`config.mk`:
```
export PLATFORM = sky130hd
export DESIGN_NAME = branch_resolve_queue
export DESIGN_NICKNAME = d
export VERILOG_FILES = /design/src/rtl/bp_pkg.sv /design/src/rtl/brq_fifo.sv /design/src/rtl/branch_resolve_queue.sv
export SDC_FILE = /design/constraint.sdc
export NUM_CORES = 1
export LEC_CHECK = 0
export CAP_MARGIN = 40
export CORE_ASPECT_RATIO = 0.7
export CORE_MARGIN = 8
export CORE_UTILIZATION = 35
export DETAILED_ROUTE_END_ITERATION = 6
export GPL_TIMING_DRIVEN = 0
export SYNTH_ARGS = -nofsm -noshare
export SYNTH_HDL_FRONTEND = slang
export SYNTH_HIERARCHICAL = 1
export SYNTH_SLANG_ARGS = --single-unit
```
`constraint.sdc`:
```
create_clock -name clk -period 6.8 [get_ports clk]
set_input_delay 1.36 -clock clk [delete_from_list [all_inputs] [get_ports clk]]
set_output_delay 1.36 -clock clk [all_outputs]
set_load 0.01 [all_outputs]
```
`src/rtl/bp_pkg.sv`:
```
// bp_pkg: shared branch-prediction types and constants for the predictor and the resolve queue
package bp_pkg;
  typedef struct packed {
    logic [31:0] pc;
    logic        pred;
  } brq_entry_t;
  localparam logic [31:0] INSTR_BYTES = 32'd4;
  localparam logic [1:0] SNT = 2'b00;
  localparam logic [1:0] WNT = 2'b01;
  localparam logic [1:0] WT  = 2'b10;
  localparam logic [1:0] STK = 2'b11;
endpackage

```
`src/rtl/brq_fifo.sv`:
```
// brq_fifo: circular buffer with push, pop, flush (head snaps to tail), occupancy and full/empty
module brq_fifo #(
  parameter int W = 33,
  parameter int DEPTH = 8,
  localparam int PTR_W = $clog2(DEPTH)
) (
  input  logic             clk,
  input  logic             reset,
  input  logic             push,
  input  logic             pop,
  input  logic             flush,
  input  logic [W-1:0]     din,
  output logic [W-1:0]     dout,
  output logic [PTR_W:0]   count,
  output logic             full,
  output logic             empty
);
  logic [W-1:0] mem [DEPTH];
  logic [PTR_W-1:0] head, tail;
  assign dout = mem[head];
  assign full = count == (PTR_W+1)'(DEPTH);
  assign empty = count == '0;
  // pointer and occupancy update; flush drops every entry from head to tail
  always_ff @(posedge clk or posedge reset)
    if (reset) begin
      head <= '0;
      tail <= '0;
      count <= '0;
    end else if (flush) begin
      head <= tail;
      count <= '0;
    end else begin
      head <= head + PTR_W'(pop);
      tail <= tail + PTR_W'(push);
      count <= count + (PTR_W+1)'(push) - (PTR_W+1)'(pop);
    end
  // entry storage is intentionally not reset
  always_ff @(posedge clk)
    if (push) mem[tail] <= din;
endmodule

```
`src/rtl/branch_resolve_queue.sv`:
```
// branch_resolve_queue: in-order predicted-branch queue with training update, mispredict redirect and flush; BRQ_STATS_EN adds saturating resolve/mispredict counters
module branch_resolve_queue
  import bp_pkg::*;
#(
  parameter int DEPTH = 8,
  localparam int PTR_W = $clog2(DEPTH)
) (
  input  logic             clk,
  input  logic             reset,
  input  logic             push_valid,
  output logic             push_ready,
  input  logic [31:0]      push_pc,
  input  logic             push_pred,
  input  logic             resolve_valid,
  input  logic             resolve_taken,
  input  logic [31:0]      resolve_target,
  output logic             upd_valid,
  output logic [31:0]      upd_pc,
  output logic             upd_taken,
  output logic             mispredict,
  output logic [31:0]      redirect_pc,
  output logic [PTR_W:0]   count,
`ifdef BRQ_STATS_EN
  output logic [31:0]      stat_resolved,
  output logic [31:0]      stat_mispred,
`endif
  output logic             underflow_err
);
  brq_entry_t head_entry;
  logic full, empty, do_pop, mis;
  assign push_ready = !full;
  assign do_pop = resolve_valid && !empty;
  assign mis = do_pop && (head_entry.pred != resolve_taken);
  brq_fifo #(.W($bits(brq_entry_t)), .DEPTH(DEPTH)) u_fifo (
    .clk(clk),
    .reset(reset),
    .push(push_valid && push_ready && !mis),
    .pop(do_pop),
    .flush(mis),
    .din({push_pc, push_pred}),
    .dout(head_entry),
    .count(count),
    .full(full),
    .empty(empty)
  );
  // one-cycle training/redirect outputs registered from the resolving head entry
  always_ff @(posedge clk or posedge reset)
    if (reset) begin
      upd_valid <= 1'b0;
      upd_pc <= '0;
      upd_taken <= 1'b0;
      mispredict <= 1'b0;
      redirect_pc <= '0;
      underflow_err <= 1'b0;
    end else begin
      upd_valid <= do_pop;
      mispredict <= mis;
      underflow_err <= underflow_err || (resolve_valid && empty);
      if (do_pop) begin
        upd_pc <= head_entry.pc;
        upd_taken <= resolve_taken;
        redirect_pc <= resolve_taken ? resolve_target : head_entry.pc + INSTR_BYTES;
      end
    end
`ifdef BRQ_STATS_EN
  // saturating counters that step with the upd_valid pulse
  always_ff @(posedge clk or posedge reset)
    if (reset) begin
      stat_resolved <= '0;
      stat_mispred <= '0;
    end else begin
      if (do_pop && stat_resolved != '1) stat_resolved <= stat_resolved + 32'd1;
      if (mis && stat_mispred != '1) stat_mispred <= stat_mispred + 32'd1;
    end
`endif
endmodule

```
After elaboration in Yosys (flattened, before gate mapping)
Memory sizes are Yosys's and may differ from the RTL's.
Index checks and enable logic that the tools add are counted.
- add/sub/neg operators: 5
- equality and inequality tests: 2
- muxes and demuxes: 5
- reduce and logical (&&, ||, !) cells: 10
- operators with widths (cell ; number):
    adder 32 x 3 -> 32 bit (second input constant) ; 1
    two-way mux 32 bit ; 1
    adder 3 x 1 -> 3 bit ; 2
    logical AND 1 bit ; 5
    adder 4 x 1 -> 4 bit ; 1
    equality test 4 bit (second input constant) ; 1
    logical NOT 4 bit ; 1
    two-way mux 4 bit ; 1
    subtractor 4 x 1 -> 4 bit ; 1
    logical NOT 1 bit ; 3
    two-way mux 3 bit ; 1
    two-way mux 1 bit ; 2
    logical OR 1 bit ; 1
    inequality test 1 bit ; 1
- register bits after elaboration: 78
- memory bits (writable): 264
- output and inout bits: 73
- memories: 1
- memories (name ; words ; width ; read ports ; clocked after Yosys merged registers in ; wr ports ; RTL line ; RTL):
    u_fifo.mem ; 8 ; 33 ; 1 ; 0 ; 1 ; brq_fifo.sv:18 ; logic [W-1:0] mem [DEPTH];

Longest topological paths before layout
Gate-level depths: netlist of the first run.
- depth in word-level cells: 9
- mapped depth: 15
- mapped depth without buffers: 13

Modules after synthesis
The synthesis of the first run kept the hierarchy.
- modules (own cells, without submodules) (module ; times used ; cells each ; area each (um^2) ; sequential area each (um^2)):
    brq_fifo ; 1 ; 450 ; 10538.9 ; 8177.8
    branch_resolve_queue ; 1 ; 382 ; 3309.4 ; 1701.6

Worst setup path before layout of the first run
No wires, ideal clock.
- path type: input to register
- start: in resolve_valid
- end: mem u_fifo.mem[2][0] (enable)
- arrival time: 4.883 ns
- path slack: 1.453 ns
- stages on the path: 7
- path buffers: 2
- path through: nand2b_1 clkbuf_1 clkbuf_1 nor2_1 nor3b_1 nand2_1 nor3_1
- longest elaborated chain between the ends: 6
- RTL lines (item ; RTL line ; RTL):
    from (decl) ; branch_resolve_queue.sv:14 ; input logic resolve_valid,
    logical AND 1 bit ; branch_resolve_queue.sv:32 ; assign do_pop = resolve_valid && !empty;
    logical AND 1 bit ; branch_resolve_queue.sv:33 ; assign mis = do_pop && (head_entry.pred != resolve_taken);
    named net mis ; branch_resolve_queue.sv:30 ; logic full, empty, do_pop, mis;
    logical NOT 1 bit ; branch_resolve_queue.sv:37 ; .push(push_valid && push_ready && !mis),
    logical AND 1 bit ; branch_resolve_queue.sv:37 ;
    two-way mux 1 bit ; brq_fifo.sv:39 ; if (push) mem[tail] <= din;
    two-way mux 1 bit (not written as such) ; brq_fifo.sv:39 ;
    to (decl) ; brq_fifo.sv:18 ;
The timed path passes the listed nets, and every way through them passes these cells.

Worst setup path in the final report of the first run
- start: in resolve_valid
- end: mem u_fifo.mem[2][19] (enable)
Same word-level chain as after synthesis.

==> results_dict.tcl, run 1 <==
set metrics [dict create \
    status "complete, no violations" \
    wl_met1_um 16400 \
    dr_wl_met2_um 16060 \
    final_cells 1587 \
    synth.avg_cell_area_um2 16.64 \
    cts_max_level 2 \
    path_buf_inv 6 \
    drt_iter0_markers 656 \
    cpLargestDelayFamily "buffers and inverters" \
    die_x_um 253.7 \
    max_freq_mhz 183.0 \
    critPathLaunchType "input port" \
    cts_tree "built" \
    hold_buffers 0 \
    numCtsBuffers 35 \
    wirelength_um 35610 \
    coreArea_mm2 0.03938 \
    synth_edf_count 264 \
    fin_nets 1108 \
    min_period_over_period_pct 80.37 \
    synth_nets 914 \
    slew_violations 0 \
    dieArea_mm2 0.04629 \
    worst_pin_slew_ns 0.8488 \
    critPathCaptureType "flip-flop" \
    pin_count 143 \
    cp_common_cell "clkbuf_1" \
    vias 7962 \
    cts_sinks 342 \
    power_mw 7.770 \
    pwr_density_cell_mw_per_mm2 446.9 \
    fin_worst_skew_ns 0.02289 \
    cts.clk_slew.worst_paths_ns 0.06 \
    cts_resized 0 \
    top_layer "met5" \
    vdd_drop_max_v 0.0001926 \
    post_cts_buffers 0 \
    critPathKind "input port to flip-flop" \
    fin_ws_ns 1.335 \
    route.met3.wl_um 2600 \
    max_cap_viol_count 0 \
    fp.dieH_um 182.4 \
    synth_compound_area_share_pct 2.783 \
    rows 61 \
    io_buffers 141 \
    final-hold-violation-count 0 \
    clk_latency_ns 0.52 \
    hold_path_depth 1 \
    yosys.area_share.simple_pct 6.984 \
    holdWs_ns 0.4665 \
    grt_max_degree 37 \
    p_leak_nw 6.061 \
    syn_to_final_growth_pct 25.55 \
    gp_congestion 0.7781 \
    layout_min_cycle_time_ns 5.465 \
    diodes 0 \
    crit_fanout 10 \
    dp.cells 1524 \
    cts_root_buffer "clkbuf_16" \
    hp-class "flip-flop to flip-flop" \
    slew_headroom_pct 43.10 \
    synth_top_family_by_area "multiplexers" \
    final_cell_mix "edfxtp_1, clkdlybuf4s50_1, nand2_1" \
    path_cells "clkdlybuf4s50_1 -> nand2b_1 -> clkbuf_1 -> clkbuf_1 -> nor2_1 -> nor3b_1 -> nand2_1 -> nor3_2 -> buf_4 -> buf_6 -> buf_8" \
    routed_via_density 5.017 \
    slowest_stage "nor3_2" \
    synth_cells 832 \
    synth-adder-area-share_pct 1.138 \
    ys_types 38 \
    yosys_warnings 6 \
    avgRoutedWirePerCell_um 22.44 \
    clockBufferDepth 3 \
    cp_data_arrival_time_ns 5.68 \
    remaining_drc_errors 0 \
    start_util_pct 35.16 \
    layout_commonest_cell "edfxtp_1" \
    crit_path_max_incr_delay_ns 0.66 \
    dp_hpwl_um 25210 \
    ys_ff_latch 342 \
    syn_area_mm2 0.01385 \
    final-setup-viol-count 0 \
    synth_xor_area_share_pct 1.897 \
    dr.pass1.iters 7 \
    synthArstFlopShare_pct 22.81 \
    ff2ff_setup_slack_ns 1.69 \
    grt_pass1_wl_um 52910 \
    cp.required_ns 7.02 \
    rsz0062_at_grt "no" \
    utilization_pct 44.15 \
    r2r_cells 13 \
    dp_slack_ns 0.7941 \
    ys_seq_area_share_pct 71.34 \
    grt_pass1_vias 8209 \
    postRouteAntennaNets 0 \
    antenna_found_initial 4 \
    worstSetupPathDepth 11 \
    synth-main-ff-cell "edfxtp_1" \
    drive_gt1_share_pct 18.73 \
    grt_overflow 0 \
    grt_usage_pct 15.26 \
    synth_mux_area_share_pct 13.92 \
]
==> worst paths after layout <==
check | endpoint | from
worst max-delay path | u_fifo/mem[2][19] | resolve_valid
worst min-delay path | underflow_err | underflow_err
worst max register to register | u_fifo/mem[2][19] | u_fifo/count[2]
worst min register to register | underflow_err | underflow_err
max in group asynchronous | upd_pc[11] | reset
min in group asynchronous | upd_taken | reset
==> worst register-to-register path, cell delays in order, from the launching register on <==
cell,delay [ns]
dfrtp_1,0.38
inv_1,0.12
ha_1,0.15
nor3b_1,0.23
nand2b_1,0.14
clkbuf_1,0.60
clkbuf_1,0.53
nor2_1,0.32
nor3b_1,0.66
nand2_1,0.38
nor3_2,0.66
buf_4,0.32
buf_6,0.18
buf_8,0.16
==> stage by stage <==
stage / TNS (ns) / instance area (um^2)
2_1_floorplan: 0 / 13850
3_3_place_gp: -340.07 / 15930
3_5_place_dp: 0 / 16240
4_1_cts: 0 / 17390
5_1_grt: 0 / 17390
6_report: 0 / 17390
==> per-layer routing <==
metal | vias to the layer above | track usage, %
met5 | - | 0
met4 | 8 | 3.357
met3 | 42 | 4.022
met2 | 257 | 23.34
met1 | 4092 | 21.72
li1 | 3563 | -
==> cell type report <==
class                      instances  area (um^2)
clock buffer                      48        987.2
clock inverter                    15        155.1
inverter                          16        62.56
multi-input combinational        433         3756
fill                            3501        22000
sequential                       342         9879
tap                              535        669.4
timing repair buffer             157         1669
buffer                            41        207.7
==> cells by family after synthesis <==
| family | count (synthesis) |
|---|---|
| AOI/OAI and AO/OA | 71 |
| xor gates and xnor gates | 30 |
| adders and majority gates | 12 |
| buffers and inverters | 57 |
| DFF | 342 |
| muxes | 106 |
| and+or+nand+nor | 214 |
==> Yosys cell counts (all sizes together), types with 4 or more instances <==
| cell | n | area, um^2 |
|---|---|---|
| a21oi | 24 | 120.1 |
| and2 | 4 | 25.02 |
| and3 | 6 | 37.54 |
| and4 | 5 | 45.04 |
| buf | 16 | 113.9 |
| clkbuf | 25 | 93.84 |
| dfrtp | 78 | 1952 |
| edfxtp | 264 | 7928 |
| ha | 11 | 137.6 |
| inv | 16 | 60.06 |
| mux2 | 33 | 371.6 |
| mux2i | 7 | 70.07 |
| mux4 | 66 | 1486 |
| nand2 | 120 | 450.4 |
| nand2b | 6 | 37.54 |
| nand3 | 12 | 60.06 |
| nand4 | 14 | 93.84 |
| nor2 | 32 | 120.1 |
| nor3 | 8 | 45.04 |
| o21ai | 29 | 145.1 |
| o22ai | 14 | 87.58 |
| xnor2 | 14 | 122.6 |
| xor2 | 16 | 140.1 |
==> where the power goes <==
| part | total [mW] | switching, mW | internal, mW | leakage, nW |
|---|---|---|---|---|
| clock network | 1.91 | 0.771 | 1.13 | 0.558 |
| logic | 2.94 | 1.61 | 1.33 | 2.17 |
| registers | 2.92 | 0.202 | 2.72 | 3.33 |
| total | 7.77 | 2.58 | 5.19 | 6.06 |
==> sequential cells by signal, summed over array words and instances (netlist names) <==
register / cells
mispredict: 1
redirect_pc: 32
u_fifo/count: 4
u_fifo/head: 3
u_fifo/mem: 264
u_fifo/tail: 3
underflow_err: 1
upd_pc: 32
upd_taken: 1
upd_valid: 1
Note: power is estimated with default switching activity, not from simulation.
==> run 2, diff against run 1 <==
Clock period 6.8 ns to 4.4 ns, I/O delays scaled along.
==> results_dict.tcl, run 2 (synthesis results as in run 1) <==
set metrics [dict create \
    clk_latency_ns 0.52 \
    cts_root_buffer "clkbuf_16" \
    critPathKind "flip-flop to flip-flop" \
    postRouteAntennaNets 0 \
    coreArea_mm2 0.03938 \
    crit_fanout 14 \
    grt_pass1_wl_um 53600 \
    remaining_drc_errors 0 \
    slew_violations 0 \
    max_freq_mhz 251.2 \
    grt_util_met2_pct 23.76 \
    grt_max_degree 40 \
    slew_headroom_pct 43.51 \
    hold_buffers 0 \
    reg_top3 "u_fifo/mem x264, redirect_pc x32, upd_pc x32" \
    largest-register "u_fifo/mem" \
    io_buffers 141 \
    worst_pin_slew_ns 0.8474 \
    fin_nets 1126 \
    met1_usage_pct 22.20 \
    rsz0062_at_grt "no" \
    p_leak_nw 6.190 \
    layout_min_cycle_time_ns 3.981 \
    status "complete, no violations" \
    drt_iter0_markers 619 \
    min_period_over_period_pct 90.49 \
    grt_overflow 0 \
    numCtsBuffers 35 \
    grt_busiest_layer "met2" \
    holdWs_ns 0.4587 \
    pin_count 143 \
    cts_max_level 2 \
    die_x_um 253.7 \
    hp-class "flip-flop to flip-flop" \
    gr-usage-met3_pct 3.752 \
    vdd_drop_max_v 0.0002540 \
    syn_to_final_growth_pct 27.41 \
    drive_gt1_share_pct 19.81 \
    antenna_found_initial 3 \
    layout_commonest_cell "edfxtp_1" \
    cts.clk_slew.worst_paths_ns 0.06 \
    routed_via_density 5.001 \
    grt_pass1_vias 8185 \
    wirelength_um 36430 \
    final_cell_mix "edfxtp_1, clkdlybuf4s50_1, nand2_1" \
    final-hold-violation-count 0 \
    final-setup-viol-count 0 \
    pwr_density_cell_mw_per_mm2 681.2 \
    fin_worst_skew_ns 0.02134 \
    critPathLaunchType "flip-flop" \
    start_util_pct 35.16 \
    max_cap_viol_count 0 \
    setup_tns_ns 0 \
    grt_usage_pct 15.48 \
    avgRoutedWirePerCell_um 22.70 \
    place_area_mm2 0.01631 \
    clockBufferDepth 3 \
    rows 61 \
    critPathCaptureType "flip-flop" \
    dp_hpwl_um 25110 \
    cp_data_arrival_time_ns 4.19 \
    cp.required_ns 4.61 \
    diodes 0 \
    dieArea_mm2 0.04629 \
    dr.pass1.iters 7 \
    vias 8026 \
    nFillCells 3449 \
    largest_reg_flops 264 \
    cts_tree "built" \
    final_cell_area_mm2 0.01764 \
    fp.dieH_um 182.4 \
    cts_sinks 342 \
    gp_congestion 0.7814 \
]
## run 2: worst paths after layout
kind                                      from           endpoint  slack (ns)  cells after the start
worst max-delay path            u_fifo/head[2]  u_fifo/mem[7][23]        0.42                     11
worst min-delay path             underflow_err      underflow_err        0.46                      1
worst max register to register  u_fifo/head[2]  u_fifo/mem[7][23]        0.42                     11
worst min register to register   underflow_err      underflow_err        0.46                      1
max in group asynchronous                reset         upd_pc[10]        3.08                      3
min in group asynchronous                reset    redirect_pc[20]        0.74                      2
## run 2: layout make-up
class                           count  area [um^2]  share of cell area (%)
Inverter                           16        62.56                  0.3546
Buffer                             41        209.0                   1.184
Multi-Input combinational cell    433         3774                   21.39
Timing Repair Buffer              175         1974                   11.19
Tap cell                          535        669.4                   3.794
Sequential cell                   342         9879                   55.99
Clock inverter                     11        73.82                  0.4184
Clock buffer                       52         1002                   5.680
## run 2: critical path, cell delays in order (launching register included)
cell     delay [ns]
dfrtp_1        0.46
buf_2          0.32
buf_2          0.38
mux4_2         0.37
mux2_2         0.31
xnor2_1        0.13
nor2_1         0.16
nor3b_2        0.37
nand2_1        0.32
nor2_4         0.42
buf_16         0.22
buf_16         0.17
## run 2: through the flow
step	setup WS, ns	total power [mW]	instances	util, %
final	0.4186	12.02	1605	44.80
after global placement	-2.698	9.012	1508	40.47
after CTS	0.2267	12.14	1605	44.80
after floorplan	0.3075	7.140	832	-
after global routing	0.1693	12.62	1605	44.80
after detailed placement	-0.6234	9.198	1520	41.41
## run 2: where the power goes
| group | total, mW | switching (mW) | internal [mW] |
|---|---|---|---|
| Clock | 2.81 | 1.17 | 1.63 |
| Sequential | 4.53 | 0.326 | 4.20 |
| Combinational | 4.68 | 2.52 | 2.16 |
## run 2: per-layer routing
layer / up-vias / routed length [um]
met5: - / 41
met4: 6 / 575
met3: 47 / 2580
met2: 255 / 16610
met1: 4121 / 16630
li1: 3597 / -
## run 2: repair_timing
item                                    in CTS  in global routing
endpoints found under the setup margin     221                 14
setup buffers                               22                  0
endpoints found under the hold margin        0                  0
pin swaps                                    7                  0
gates resized for setup                      1                  2
==> run 3, diff against run 2 <==
Clock period 4.4 ns to 3.9 ns, I/O delays scaled along.
==> results_dict.tcl, run 3 (synthesis results as in run 1) <==
set metrics [dict create \
    status "complete, no violations" \
    cts.clk_slew.worst_paths_ns 0.06 \
    power_mw 13.57 \
    min_from "underflow_err" \
    max_cap_viol_count 0 \
    cp.required_ns 4.29 \
    diodes 0 \
    p_comb_share_pct 39.0 \
    grt_usage_pct 15.48 \
    top_layer "met5" \
    cp-startpoint "u_fifo/head[2]" \
    grt_overflow 0 \
    slew_headroom_pct 44.98 \
    intPower_mw 9.034 \
    coreArea_mm2 0.03938 \
    layout_commonest_cell "edfxtp_1" \
    grt_max_degree 40 \
    p_clk_share_pct 23.4 \
    grt_pass1_wl_um 53680 \
    final-hold-violation-count 0 \
    dp.cells 1520 \
    crit_fanout 10 \
    hold_path_depth 1 \
    final_cell_area_mm2 0.01766 \
    ff2ff_setup_slack_ns 0.16 \
    syn_to_final_growth_pct 27.53 \
    fin_nets 1126 \
    nFillCells 3442 \
    cts_max_level 2 \
    fin_ws_ns 0.1597 \
    max_freq_mhz 267.4 \
    wirelength_um 36410 \
    final-setup-viol-count 0 \
    p_sw_mw 4.535 \
    final_cells 1605 \
    routed_via_density 5.007 \
    fin_worst_skew_ns 0.02443 \
    place_area_mm2 0.01631 \
    p_leak_nw 6.194 \
    dp_hpwl_um 25110 \
    vdd_drop_max_v 0.0002863 \
    setup_tns_ns 0 \
    dr_wl_met2_um 16550 \
    remaining_drc_errors 0 \
    largest-register "u_fifo/mem" \
    critPathCaptureType "flip-flop" \
    antenna_found_initial 3 \
    pin_count 143 \
    r2r_cells 11 \
    die_x_um 253.7 \
    start_util_pct 35.16 \
    grt_pass1_vias 8188 \
    cts_sinks 342 \
    slew_violations 0 \
    postRouteAntennaNets 0 \
    dp_slack_ns -1.023 \
    holdPathEnd "underflow_err" \
    vias 8036 \
    dr.pass1.iters 5 \
    layout_min_cycle_time_ns 3.740 \
    numCtsBuffers 35 \
    worst_r2r_startpoint "u_fifo/head[2]" \
    reg2reg_to "redirect_pc[20]" \
    drive_gt1_share_pct 20.09 \
    pwr_density_cell_mw_per_mm2 768.3 \
    netSwitchingFraction_pct 33.42 \
    worst_pin_slew_ns 0.8208 \
    largest_reg_flops 264 \
    route.met3.wl_um 2558 \
    cts_tree "built" \
    rows 61 \
    gp_congestion 0.7814 \
    cp_data_arrival_time_ns 4.13 \
    critPathLaunchType "flip-flop" \
    clockBufferDepth 3 \
    fp.dieH_um 182.4 \
    dieArea_mm2 0.04629 \
    clk_latency_ns 0.52 \
    avgRoutedWirePerCell_um 22.69 \
    drt_iter0_markers 643 \
    cts_root_buffer "clkbuf_16" \
    seqPwrFrac_pct 37.7 \
    final_cell_mix "edfxtp_1, clkdlybuf4s50_1, nand2_1" \
    hp-class "flip-flop to flip-flop" \
    rsz0062_at_grt "no" \
    min_period_over_period_pct 95.90 \
    reg_top3 "u_fifo/mem x264, redirect_pc x32, upd_pc x32" \
    wl_met1_um 16590 \
    critPathKind "flip-flop to flip-flop" \
    io_buffers 141 \
]
[run 3: final cells by class]
type	instances	area, um^2	share of cell area (%)
flip-flops and latches	342	9881	55.95
inverters	16	62.56	0.3542
repair buffers	176	1982	11.22
clock inverters	11	73.82	0.4180
multi-input cells	433	3782	21.42
plain buffers	40	207.7	1.176
clock buffers	52	1002	5.675
well taps	535	669.4	3.790
[run 3: power groups by stage]
stage	registers, mW	clock network (mW)	logic (mW)
after floorplan	5.26	0	2.79
after global placement	5.20	0	4.97
after detailed placement	5.19	0	5.19
after CTS	5.11	3.25	5.34
after global routing	5.19	3.38	5.68
final	5.11	3.17	5.29
[run 3: critical path, stage by stage (launching register included)]
cell and delay, ns:
dfrtp_1 0.47, buf_2 0.32, buf_2 0.41, mux4_2 0.37
mux2_2 0.35, ha_1 0.30, and4_1 0.30, and2_1 0.19
clkbuf_1 0.19, a31o_2 0.27, a21oi_1 0.27, o21ai_0 0.14
[run 3: metrics by stage]
stage	hold WS (ns)	util, %
final	0.4613	44.84
after global routing	0.5009	44.84
after CTS	0.4635	44.82
after detailed placement	0.4511	41.41
after global placement	0.4430	40.47
after floorplan	0.4932	-
[run 3: worst max path at each step]
| stage | cells after the start | endpoint |
|---|---|---|
| after floorplan | 9 | u_fifo/mem[7][0] |
| after global placement | 8 | u_fifo/mem[4][16] |
| after detailed placement | 9 | u_fifo/mem[4][16] |
| after CTS | 13 | u_fifo/count[1] |
| after global routing | 14 | u_fifo/count[2] |
| final | 11 | redirect_pc[20] |
[run 3: layer usage]
metal  track usage [%]  vias up
li1                  -     3600
met1             22.15     4120
met2             23.73      256
met3             3.851       54
met4             3.425        6
met5                 0        -
[run 3: what timing repair did]
action | in CTS | in global routing
endpoints found under the setup margin | 267 | 238
gates resized for setup | 2 | 4
pin swaps | 8 | 1
setup buffers | 23 | 0
hold buffers | 0 | 0
